==> src/rtl/rtc_pkg.sv <==
// rtl/rtc_pkg.sv - shared state/grant encodings and control-line constants for the RTC bus scheduler
package rtc_pkg;

  typedef enum logic [2:0] {
    ST_BOOT  = 3'd0,
    ST_INIT  = 3'd1,
    ST_IDLE  = 3'd2,
    ST_WRITE = 3'd3,
    ST_READ  = 3'd4,
    ST_GAP   = 3'd5
  } state_e;

  typedef enum logic [1:0] {
    GRANT_NONE  = 2'd0,
    GRANT_INIT  = 2'd1,
    GRANT_WRITE = 2'd2,
    GRANT_READ  = 2'd3
  } grant_e;

  localparam int A_D = 3;
  localparam int CS  = 2;
  localparam int RD  = 1;
  localparam int WR  = 0;

  localparam int         CNT_W        = 12;
  localparam logic [3:0] RTC_CTL_IDLE = 4'b1111;

  function automatic grant_e grant_of(input state_e s);
    case (s)
      ST_INIT:  return GRANT_INIT;
      ST_WRITE: return GRANT_WRITE;
      ST_READ:  return GRANT_READ;
      default:  return GRANT_NONE;
    endcase
  endfunction

endpackage

==> src/rtl/rtc_ctl_mux.sv <==
// rtl/rtc_ctl_mux.sv - selects the granted client's {a_d,cs,rd,wr}; idle lines when nobody holds the bus
module rtc_ctl_mux
  import rtc_pkg::*;
(
  input  grant_e     grant_i,
  input  logic [3:0] init_ctl_i,
  input  logic [3:0] esc_ctl_i,
  input  logic [3:0] lec_ctl_i,
  output logic [3:0] ctl_o
);

  always_comb begin
    ctl_o = RTC_CTL_IDLE;
    case (grant_i)
      GRANT_INIT:  ctl_o = init_ctl_i;
      GRANT_WRITE: ctl_o = esc_ctl_i;
      GRANT_READ:  ctl_o = lec_ctl_i;
      default:     ctl_o = RTC_CTL_IDLE;
    endcase
  end

endmodule

==> src/rtl/rtc_bus_sched.sv <==
// rtl/rtc_bus_sched.sv - RTC bus scheduler: init burst, then arbitrated write/read bursts with guard gaps
// RTC_SCHED_AUTOREFRESH_EN adds a periodic internal read request every READ_PERIOD cycles.
module rtc_bus_sched
  import rtc_pkg::*;
#(
  parameter int INIT_CYCLES  = 518,
  parameter int WRITE_CYCLES = 90,
  parameter int READ_CYCLES  = 90,
  parameter int GAP_CYCLES   = 4,
  parameter int READ_PERIOD  = 50000
) (
  input  logic       clk,
  input  logic       reset,
  input  logic       req_write,
  input  logic       req_read,
  input  logic [3:0] init_ctl,
  input  logic [3:0] esc_ctl,
  input  logic [3:0] lec_ctl,
  output logic       do_it_inic,
  output logic       do_it_esc,
  output logic       do_it_lec,
  output logic       a_d,
  output logic       cs,
  output logic       rd,
  output logic       wr,
  output logic [1:0] grant,
  output logic       busy,
  output logic       init_done,
  output logic       write_ack,
  output logic       overrun
);

  if (INIT_CYCLES < 1 || INIT_CYCLES > 4095 || WRITE_CYCLES < 1 || WRITE_CYCLES > 4095 ||
      READ_CYCLES < 1 || READ_CYCLES > 4095 || GAP_CYCLES < 1 || GAP_CYCLES > 4095 ||
      READ_PERIOD < 1 || READ_PERIOD > 65536) begin : g_param_check
    $error("rtc_bus_sched: cycle parameter out of range");
  end

  localparam logic [CNT_W-1:0] INIT_LAST  = 12'(INIT_CYCLES - 1);
  localparam logic [CNT_W-1:0] WRITE_LAST = 12'(WRITE_CYCLES - 1);
  localparam logic [CNT_W-1:0] READ_LAST  = 12'(READ_CYCLES - 1);
  localparam logic [CNT_W-1:0] GAP_LAST   = 12'(GAP_CYCLES - 1);

  state_e             state_q, state_d;
  logic [CNT_W-1:0]   cnt_q, cnt_d;
  logic               pend_w_q, pend_w_d, pend_r_q, pend_r_d;
  logic               last_rd_q, last_rd_d;
  logic               done_q, done_d;
  logic               pick_w, pick_r, wr_entry, rd_entry;
  logic               refresh_pulse, rd_req;
  grant_e             grant_s;
  logic [3:0]         pins;

`ifdef RTC_SCHED_AUTOREFRESH_EN
  localparam logic [15:0] PERIOD_LAST = 16'(READ_PERIOD - 1);
  logic [15:0] tmr_q, tmr_d;

  assign refresh_pulse = done_q && (tmr_q == PERIOD_LAST);

  always_comb begin
    tmr_d = tmr_q;
    if (done_q) tmr_d = refresh_pulse ? 16'd0 : tmr_q + 16'd1;
  end

  always_ff @(posedge clk or negedge reset) begin
    if (!reset) tmr_q <= 16'd0;
    else        tmr_q <= tmr_d;
  end
`else
  assign refresh_pulse = 1'b0;
`endif

  assign rd_req = req_read | refresh_pulse;

  // Alternate on contention; last_rd_q resets to 1 so write wins the first tie.
  assign pick_w = done_q & pend_w_q & (~pend_r_q | last_rd_q);
  assign pick_r = done_q & pend_r_q & ~pick_w;

  always_comb begin
    state_d = state_q;
    cnt_d   = cnt_q + 12'd1;
    done_d  = done_q;
    case (state_q)
      ST_BOOT: begin
        state_d = ST_INIT;
        cnt_d   = '0;
      end
      ST_INIT: if (cnt_q == INIT_LAST) begin
        state_d = ST_GAP;
        cnt_d   = '0;
        done_d  = 1'b1;
      end
      ST_WRITE: if (cnt_q == WRITE_LAST) begin
        state_d = ST_GAP;
        cnt_d   = '0;
      end
      ST_READ: if (cnt_q == READ_LAST) begin
        state_d = ST_GAP;
        cnt_d   = '0;
      end
      ST_GAP: if (cnt_q == GAP_LAST) begin
        cnt_d   = '0;
        state_d = pick_w ? ST_WRITE : (pick_r ? ST_READ : ST_IDLE);
      end
      ST_IDLE: begin
        cnt_d = '0;
        if (pick_w)      state_d = ST_WRITE;
        else if (pick_r) state_d = ST_READ;
      end
      default: begin
        state_d = ST_BOOT;
        cnt_d   = '0;
      end
    endcase
  end

  assign wr_entry  = (state_d == ST_WRITE) && (state_q != ST_WRITE);
  assign rd_entry  = (state_d == ST_READ) && (state_q != ST_READ);
  assign pend_w_d  = (pend_w_q & ~wr_entry) | req_write;
  assign pend_r_d  = (pend_r_q & ~rd_entry) | rd_req;
  assign last_rd_d = wr_entry ? 1'b0 : (rd_entry ? 1'b1 : last_rd_q);

  always_ff @(posedge clk or negedge reset) begin
    if (!reset) begin
      state_q   <= ST_BOOT;
      cnt_q     <= '0;
      pend_w_q  <= 1'b0;
      pend_r_q  <= 1'b0;
      last_rd_q <= 1'b1;
      done_q    <= 1'b0;
    end else begin
      state_q   <= state_d;
      cnt_q     <= cnt_d;
      pend_w_q  <= pend_w_d;
      pend_r_q  <= pend_r_d;
      last_rd_q <= last_rd_d;
      done_q    <= done_d;
    end
  end

  assign do_it_inic = (state_q == ST_INIT);
  assign do_it_esc  = (state_q == ST_WRITE);
  assign do_it_lec  = (state_q == ST_READ);
  assign busy       = (state_q != ST_BOOT) && (state_q != ST_IDLE);
  assign init_done  = done_q;
  assign write_ack  = (state_q == ST_WRITE) && (cnt_q == WRITE_LAST);
  assign overrun    = rd_req & pend_r_q & ~rd_entry;
  assign grant_s    = grant_of(state_q);
  assign grant      = grant_s;

  rtc_ctl_mux u_ctl_mux (
    .grant_i    (grant_s),
    .init_ctl_i (init_ctl),
    .esc_ctl_i  (esc_ctl),
    .lec_ctl_i  (lec_ctl),
    .ctl_o      (pins)
  );

  assign a_d = pins[A_D];
  assign cs  = pins[CS];
  assign rd  = pins[RD];
  assign wr  = pins[WR];

endmodule

==> config.mk <==
export PLATFORM = sky130hd
export DESIGN_NAME = rtc_bus_sched
export DESIGN_NICKNAME = d
export VERILOG_FILES = /design/src/rtl/rtc_pkg.sv /design/src/rtl/rtc_ctl_mux.sv /design/src/rtl/rtc_bus_sched.sv
export SDC_FILE = /design/constraint.sdc
export NUM_CORES = 1
export LEC_CHECK = 0
export BUFFER_PORTS_ARGS = -buffer_cell sky130_fd_sc_hd__buf_2
export CORE_UTILIZATION = 56
export CTS_CLUSTER_DIAMETER = 40
export DETAILED_ROUTE_END_ITERATION = 12
export PLACE_DENSITY = 0.81
export SYNTH_ARGS = -nofsm -noshare
export SYNTH_HDL_FRONTEND = slang
export SYNTH_HIERARCHICAL = 1
export SYNTH_SLANG_ARGS = --single-unit
==> constraint.sdc <==
create_clock -name clk -period 3.65 [get_ports clk]
set_input_delay 0.73 -clock clk [delete_from_list [all_inputs] [get_ports clk]]
set_output_delay 0.73 -clock clk [all_outputs]
set_load 0.01 [all_outputs]
==> results of run 1 <==
where the power goes:
| part | switching (W) | internal [W] | total [W] |
|---|---|---|---|
| sequential | 0.0000000000000000000256 | 0.000210 | 0.000210 |
| clock | 0.0000634 | 0.0000424 | 0.000106 |
| combinational | 0.00000989 | 0.0000105 | 0.0000204 |
critical path, stage by stage (launching register included):
cell and delay (ns):
dfrtp_1 0.46, or4_4 0.59, nor4_1 0.61, nand4_1 0.18, a32oi_2 0.28, nor2_1 0.07, buf_2 0.14
layout by cell type (no fill, tap or decap), types with 2 or more instances in the layout:
cell type,instances
buf_2,28
nor2_1,21
dfrtp_1,18
nand3_1,10
inv_1,9
nand2_1,9
xnor2_1,6
o21ai_0,4
xor2_1,4
nand4_1,4
nor4_1,4
mux2i_1,4
a2bb2oi_1,4
nand2b_1,3
a21o_1,3
clkbuf_4,3
or3_1,2
or4_4,2
nor3_1,2
ha_1,2
logic make-up (layout without fill, tap and decap cells):
family | Yosys count | after routing
AND/OR/NAND/NOR | 64 | 64
AO/OA/AOI/OAI | 21 | 21
flip-flops | 19 | 19
buffers and inverters | 14 | 42
XOR/XNOR | 10 | 10
multiplexers | 4 | 4
adder cells (fa/ha/maj) | 2 | 2
through the flow:
step	util	hold WS, ns	setup WS, ns
final	0.683	0.359	0.297
after global routing	0.683	0.382	0.154
after CTS	0.683	0.371	0.296
after detailed placement	0.670	0.504	0.622
after global placement	0.670	0.495	0.705
after floorplan	-	0.434	0.864
worst min-delay path by stage:
stage | from | endpoint | slack (ns)
after global placement | cnt_q[0] | cnt_q[0] | 0.49
after CTS | reset | state_q[1] | 0.37
after detailed placement | cnt_q[0] | cnt_q[0] | 0.50
final | reset | cnt_q[0] | 0.36
after global routing | reset | cnt_q[6] | 0.38
after floorplan | reset | cnt_q[0] | 0.43
flip-flops by register name, summed over array words and instances, names as in the netlist:
name and cells:
last_rd_q 1, state_q 3, pend_r_q 1, pend_w_q 1, cnt_q 12, init_done 1
routing by layer:
layer,part of all wire,vias to the layer above,track usage
met5,0,-,0
met4,0.0038,0,0.0343
met3,0.078,2,0.0409
met2,0.50,51,0.437
met1,0.42,514,0.282
li1,-,525,-
area by class of cell:
class                           instances  area (µm²)
Inverter                                9        33.8
Timing Repair Buffer                   29         148
Fill cell                             168         634
Sequential cell                        19         477
Clock buffer                            4        26.3
Multi-Input combinational cell        101         649
Tap cell                               27        33.8
==> flow_summary.toml, run 1 <==
[synth]
yosysWarnings = 6
syn_nets = 152
yosysMostFrequentCell = "nor2_1"
syn_area_um2 = 1210
synth_edf_count = 0
synthMuxAreaShare = 0.0332
synth-compound-area-share = 0.136
synth_top_family_by_area = "simple AND/OR/NAND/NOR gates"
synth.top_cells.by_area = "dfrtp_1, nor2_1, xnor2_1, nand3_1, mux2i_1"
post_synth_and_or_nand_nor_area_fraction = 0.276
synthAdderAreaFrac = 0.0207
synth.ff_latch_count = 19
synthArstFlopShare = 1.00
yosys.area.top_type_share = 0.373
ys_top_cells_by_count = "nor2_1, dfrtp_1, nand3_1"
seq_area_frac_synth = 0.395
synthCells = 134
yosysTopAreaCell = "dfrtp_1"
synth.avg_cell_area_um2 = 9.00
ys_types = 39
synth_xor_area_frac = 0.0726
synth_ff_type = "dfrtp_1"

[worst_hold_path]
hold_path.class = "in2async"

[worst_setup_path]
crit_required_ns = 2.92
setup.worst_path.class = "reg2out"
r2r_setup_slack_ns = 1.31
r2r_cells = 5
crit_arrival_ns = 2.62
startpoint = "cnt_q[2]"
critPathCapture = "overrun"
critPathLaunchType = "register"
regToRegStartpoint = "cnt_q[2]"
critPathMaxFanout = 6
r2r-end = "pend_r_q"
critPathCaptureType = "output pin"

[timing]
rsz0062_at_grt = "false"
max_slew.worst_pin.slew_ns = 0.698
slew_viol_final = 0
fin_skew_ns = 0.00213
max-slew-margin-rel = 0.530
finalSetupViolations = 0
fin_crit_ns = 3.35
fin_crit_sh = 0.919
setup_tns_ns = 0
finalHoldViolCount = 0
max_clock_freq_ghz = 0.298

[global_routing]
antenna_found_initial = 0
grt_pass1_wl_mm = 4.35
grt.overflow.total = 0
grt_max_degree = 20
grt_pass1_vias = 1029
grt_usage = 0.232

[place]
routabilityCongestion = 0.883
placed_cells = 185
dpl.hpwl_mm = 2.02
placed_area_um2 = 1340
portBuffers = 28

[clock_network]
cts_resized = 0
cts_tree = "built"
clock_path_buffers = 2
htreeDepth = 1
post_cts_buffers = 0
clk_pin_slew_ns = 0.11
root_buffer = "clkbuf_4"
cts_buffers = 3
clkLatencyLatePin_ns = 0.29
cts_sinks = 19
postCtsHoldBufs = 0

[floorplan]
die_h_um = 48.4
io_pins = 29
die_w_um = 48.4
num_rows = 16
die-area_um2 = 2340
core_um2 = 2000
start_util = 0.603

[run]
max_cap_violations = 0

[route]
vias = 1092
dr.first_iter.drc_count = 20
ant_nets = 0
routed_wl_mm = 2.62
drtPass1Iterations = 4
via_per_inst = 5.78
routedWlPerCell_um = 13.9
drc_errors = 0

[cells_and_area]
drive_above_1_share = 0.253
layoutNonFillerInstCount = 189
area.growth.synth_to_final_pct = 13.4
nets = 181
stdcell_area_um2 = 1370
n_antenna_cell = 0

[power_and_ir_drop]
peakVddDrop_mv = 0.318
p_total_w = 0.000337
power_density_nw_per_um2 = 246
leakage_nw = 0.636

[run_status]
status = "finished clean"
Note: power is estimated with default switching activity, not from simulation.
==> run 2: changes to the inputs <==
- CORE_ASPECT_RATIO: not set -> 1.25
==> run 2 against run 1 <==
The flow now finishes with violations (DRC). Sequential share of layout area grew 0.39 points. Maximum frequency grew 0.28%. Largest power group unchanged. Clock skew shrank 0.0013 ns. Global-route usage grew 0.83 points. Combinational power is essentially flat. Via count shrank 2.3%. First-iteration DRC count grew 45%. Register-to-register slack lost 0.20 ns.
==> flow_summary.toml, run 2 (synthesis gave the netlist of run 1 again) <==
[run_status]
status = "complete, but fails checks"
violations = "DRC"

[place]
dpl.hpwl_mm = 1.96
portBuffers = 28
routabilityCongestion = 0.878
placed_area_um2 = 1330

[worst_setup_path]
crit_required_ns = 2.92
critPathLaunchType = "register"
critPathCaptureType = "output pin"
startpoint = "cnt_q[2]"
critPathMaxFanout = 6
setup.worst_path.class = "reg2out"
crit_arrival_ns = 2.61
regToRegStartpoint = "cnt_q[2]"

[timing]
finalHoldViolCount = 0
max-slew-margin-rel = 0.400
slew_viol_final = 0
setup_tns_ns = 0
finalSetupViolations = 0
fin_skew_ns = 0.000872
rsz0062_at_grt = "false"
fin_crit_sh = 0.916
max_slew.worst_pin.slew_ns = 0.900
max_clock_freq_ghz = 0.299
fin_crit_ns = 3.34

[power_and_ir_drop]
p_sw_frac = 0.217
power_switching_w = 0.0000724
leakage_nw = 0.633
p_seq_frac = 0.630
power_density_nw_per_um2 = 247
p_int_w = 0.000262
clock_power_share = 0.308
comb_power_share = 0.062
peakVddDrop_mv = 0.212

[floorplan]
start_util = 0.602
num_rows = 18
die_w_um = 43.5
io_pins = 29
die_h_um = 53.9
die-area_um2 = 2340
core_um2 = 2000

[worst_hold_path]
hold_path.class = "in2async"

[clock_network]
cts_resized = 0
postCtsHoldBufs = 0
clock_path_buffers = 2
cts_sinks = 19
root_buffer = "clkbuf_4"
post_cts_buffers = 0
htreeDepth = 1
cts_tree = "built"
clk_pin_slew_ns = 0.10
cts_buffers = 3
clkLatencyLatePin_ns = 0.29

[cells_and_area]
top_register = "cnt_q"
n_fill_cell = 173
seq_area_um2 = 477
n_antenna_cell = 0
multi_input_area_um2 = 649
reg_top3 = "cnt_q (12), state_q (3)"
largest_register_ffs = 12
stdcell_area_um2 = 1350
final_common_cell = "buf_2"
drive_above_1_share = 0.255
layout_common_cells = "buf_2, nor2_1, dfrtp_1"
area.growth.synth_to_final_pct = 12.1
nets = 180

[route]
via_per_inst = 5.90
drc_errors = 6
drtPass1Iterations = 8
dr.first_iter.drc_count = 29
routed_wl_mm = 2.42
dr_wl_met2_mm = 1.32
met1_length_um = 988
wl_met3_um = 89
ant_nets = 0
routedWlPerCell_um = 13.4
vias = 1067
top_layer_used = "met4"

[global_routing]
grt_pass1_wl_mm = 4.12
grt_pass1_vias = 1011
grt_usage = 0.241
antenna_found_initial = 0
grt.overflow.total = 0
grt_max_degree = 20

[run]
max_cap_violations = 0
==> run 2: per-stage QoR <==
step,setup WS (ns),power [W],util,std cells,hold slack (ns)
finish,0.307,0.000334,0.675,181,0.355
CTS,0.318,0.000340,0.675,181,0.360
detailed placement,0.655,0.000236,0.661,177,0.515
global placement,0.724,0.000235,0.661,177,0.504
global route,0.141,0.000349,0.675,181,0.377
floorplan,0.864,0.000220,-,134,0.434
==> run 2: worst max-delay path, cell delays in order, from the launching register on <==
cell	delay, ns
dfrtp_1	0.45
or4_4	0.59
nor4_1	0.63
nand4_1	0.19
a32oi_2	0.25
nor2_1	0.07
buf_2	0.14
==> run 2: power groups by stage <==
stage	sequential, W	combinational, W	clock, W
2_1_floorplan	0.000215	0.00000594	0
3_3_place_gp	0.000214	0.0000203	0
3_5_place_dp	0.000214	0.0000211	0
4_1_cts	0.000210	0.0000211	0.000109
5_1_grt	0.000210	0.0000234	0.000115
6_report	0.000210	0.0000206	0.000103
==> run 2: area by class of cell <==
type,count,area share
well taps,20,0.0185
multi-input cells,101,0.480
clock buffers,3,0.0167
clock inverters,1,0.00370
inverters,9,0.0250
flip-flops and latches,19,0.352
repair buffers,28,0.104
==> run 2: layer usage <==
metal  vias to the layer above  track usage
li1                        526            -
met5                         -            0
met4                         0        0.115
met1                       505        0.268
met3                         4       0.0336
met2                        32        0.449
==> run 2: worst paths after layout <==
kind	end	slack (ns)	depth (start not counted)
min in group clk	cnt_q[0]	0.53	1
max in group asynchronous	last_rd_q	2.97	1
worst min register to register	cnt_q[0]	0.53	1
worst min-delay path	state_q[1]	0.35	1
worst max register to register	cnt_q[10]	1.11	4
worst max-delay path	overrun	0.31	6
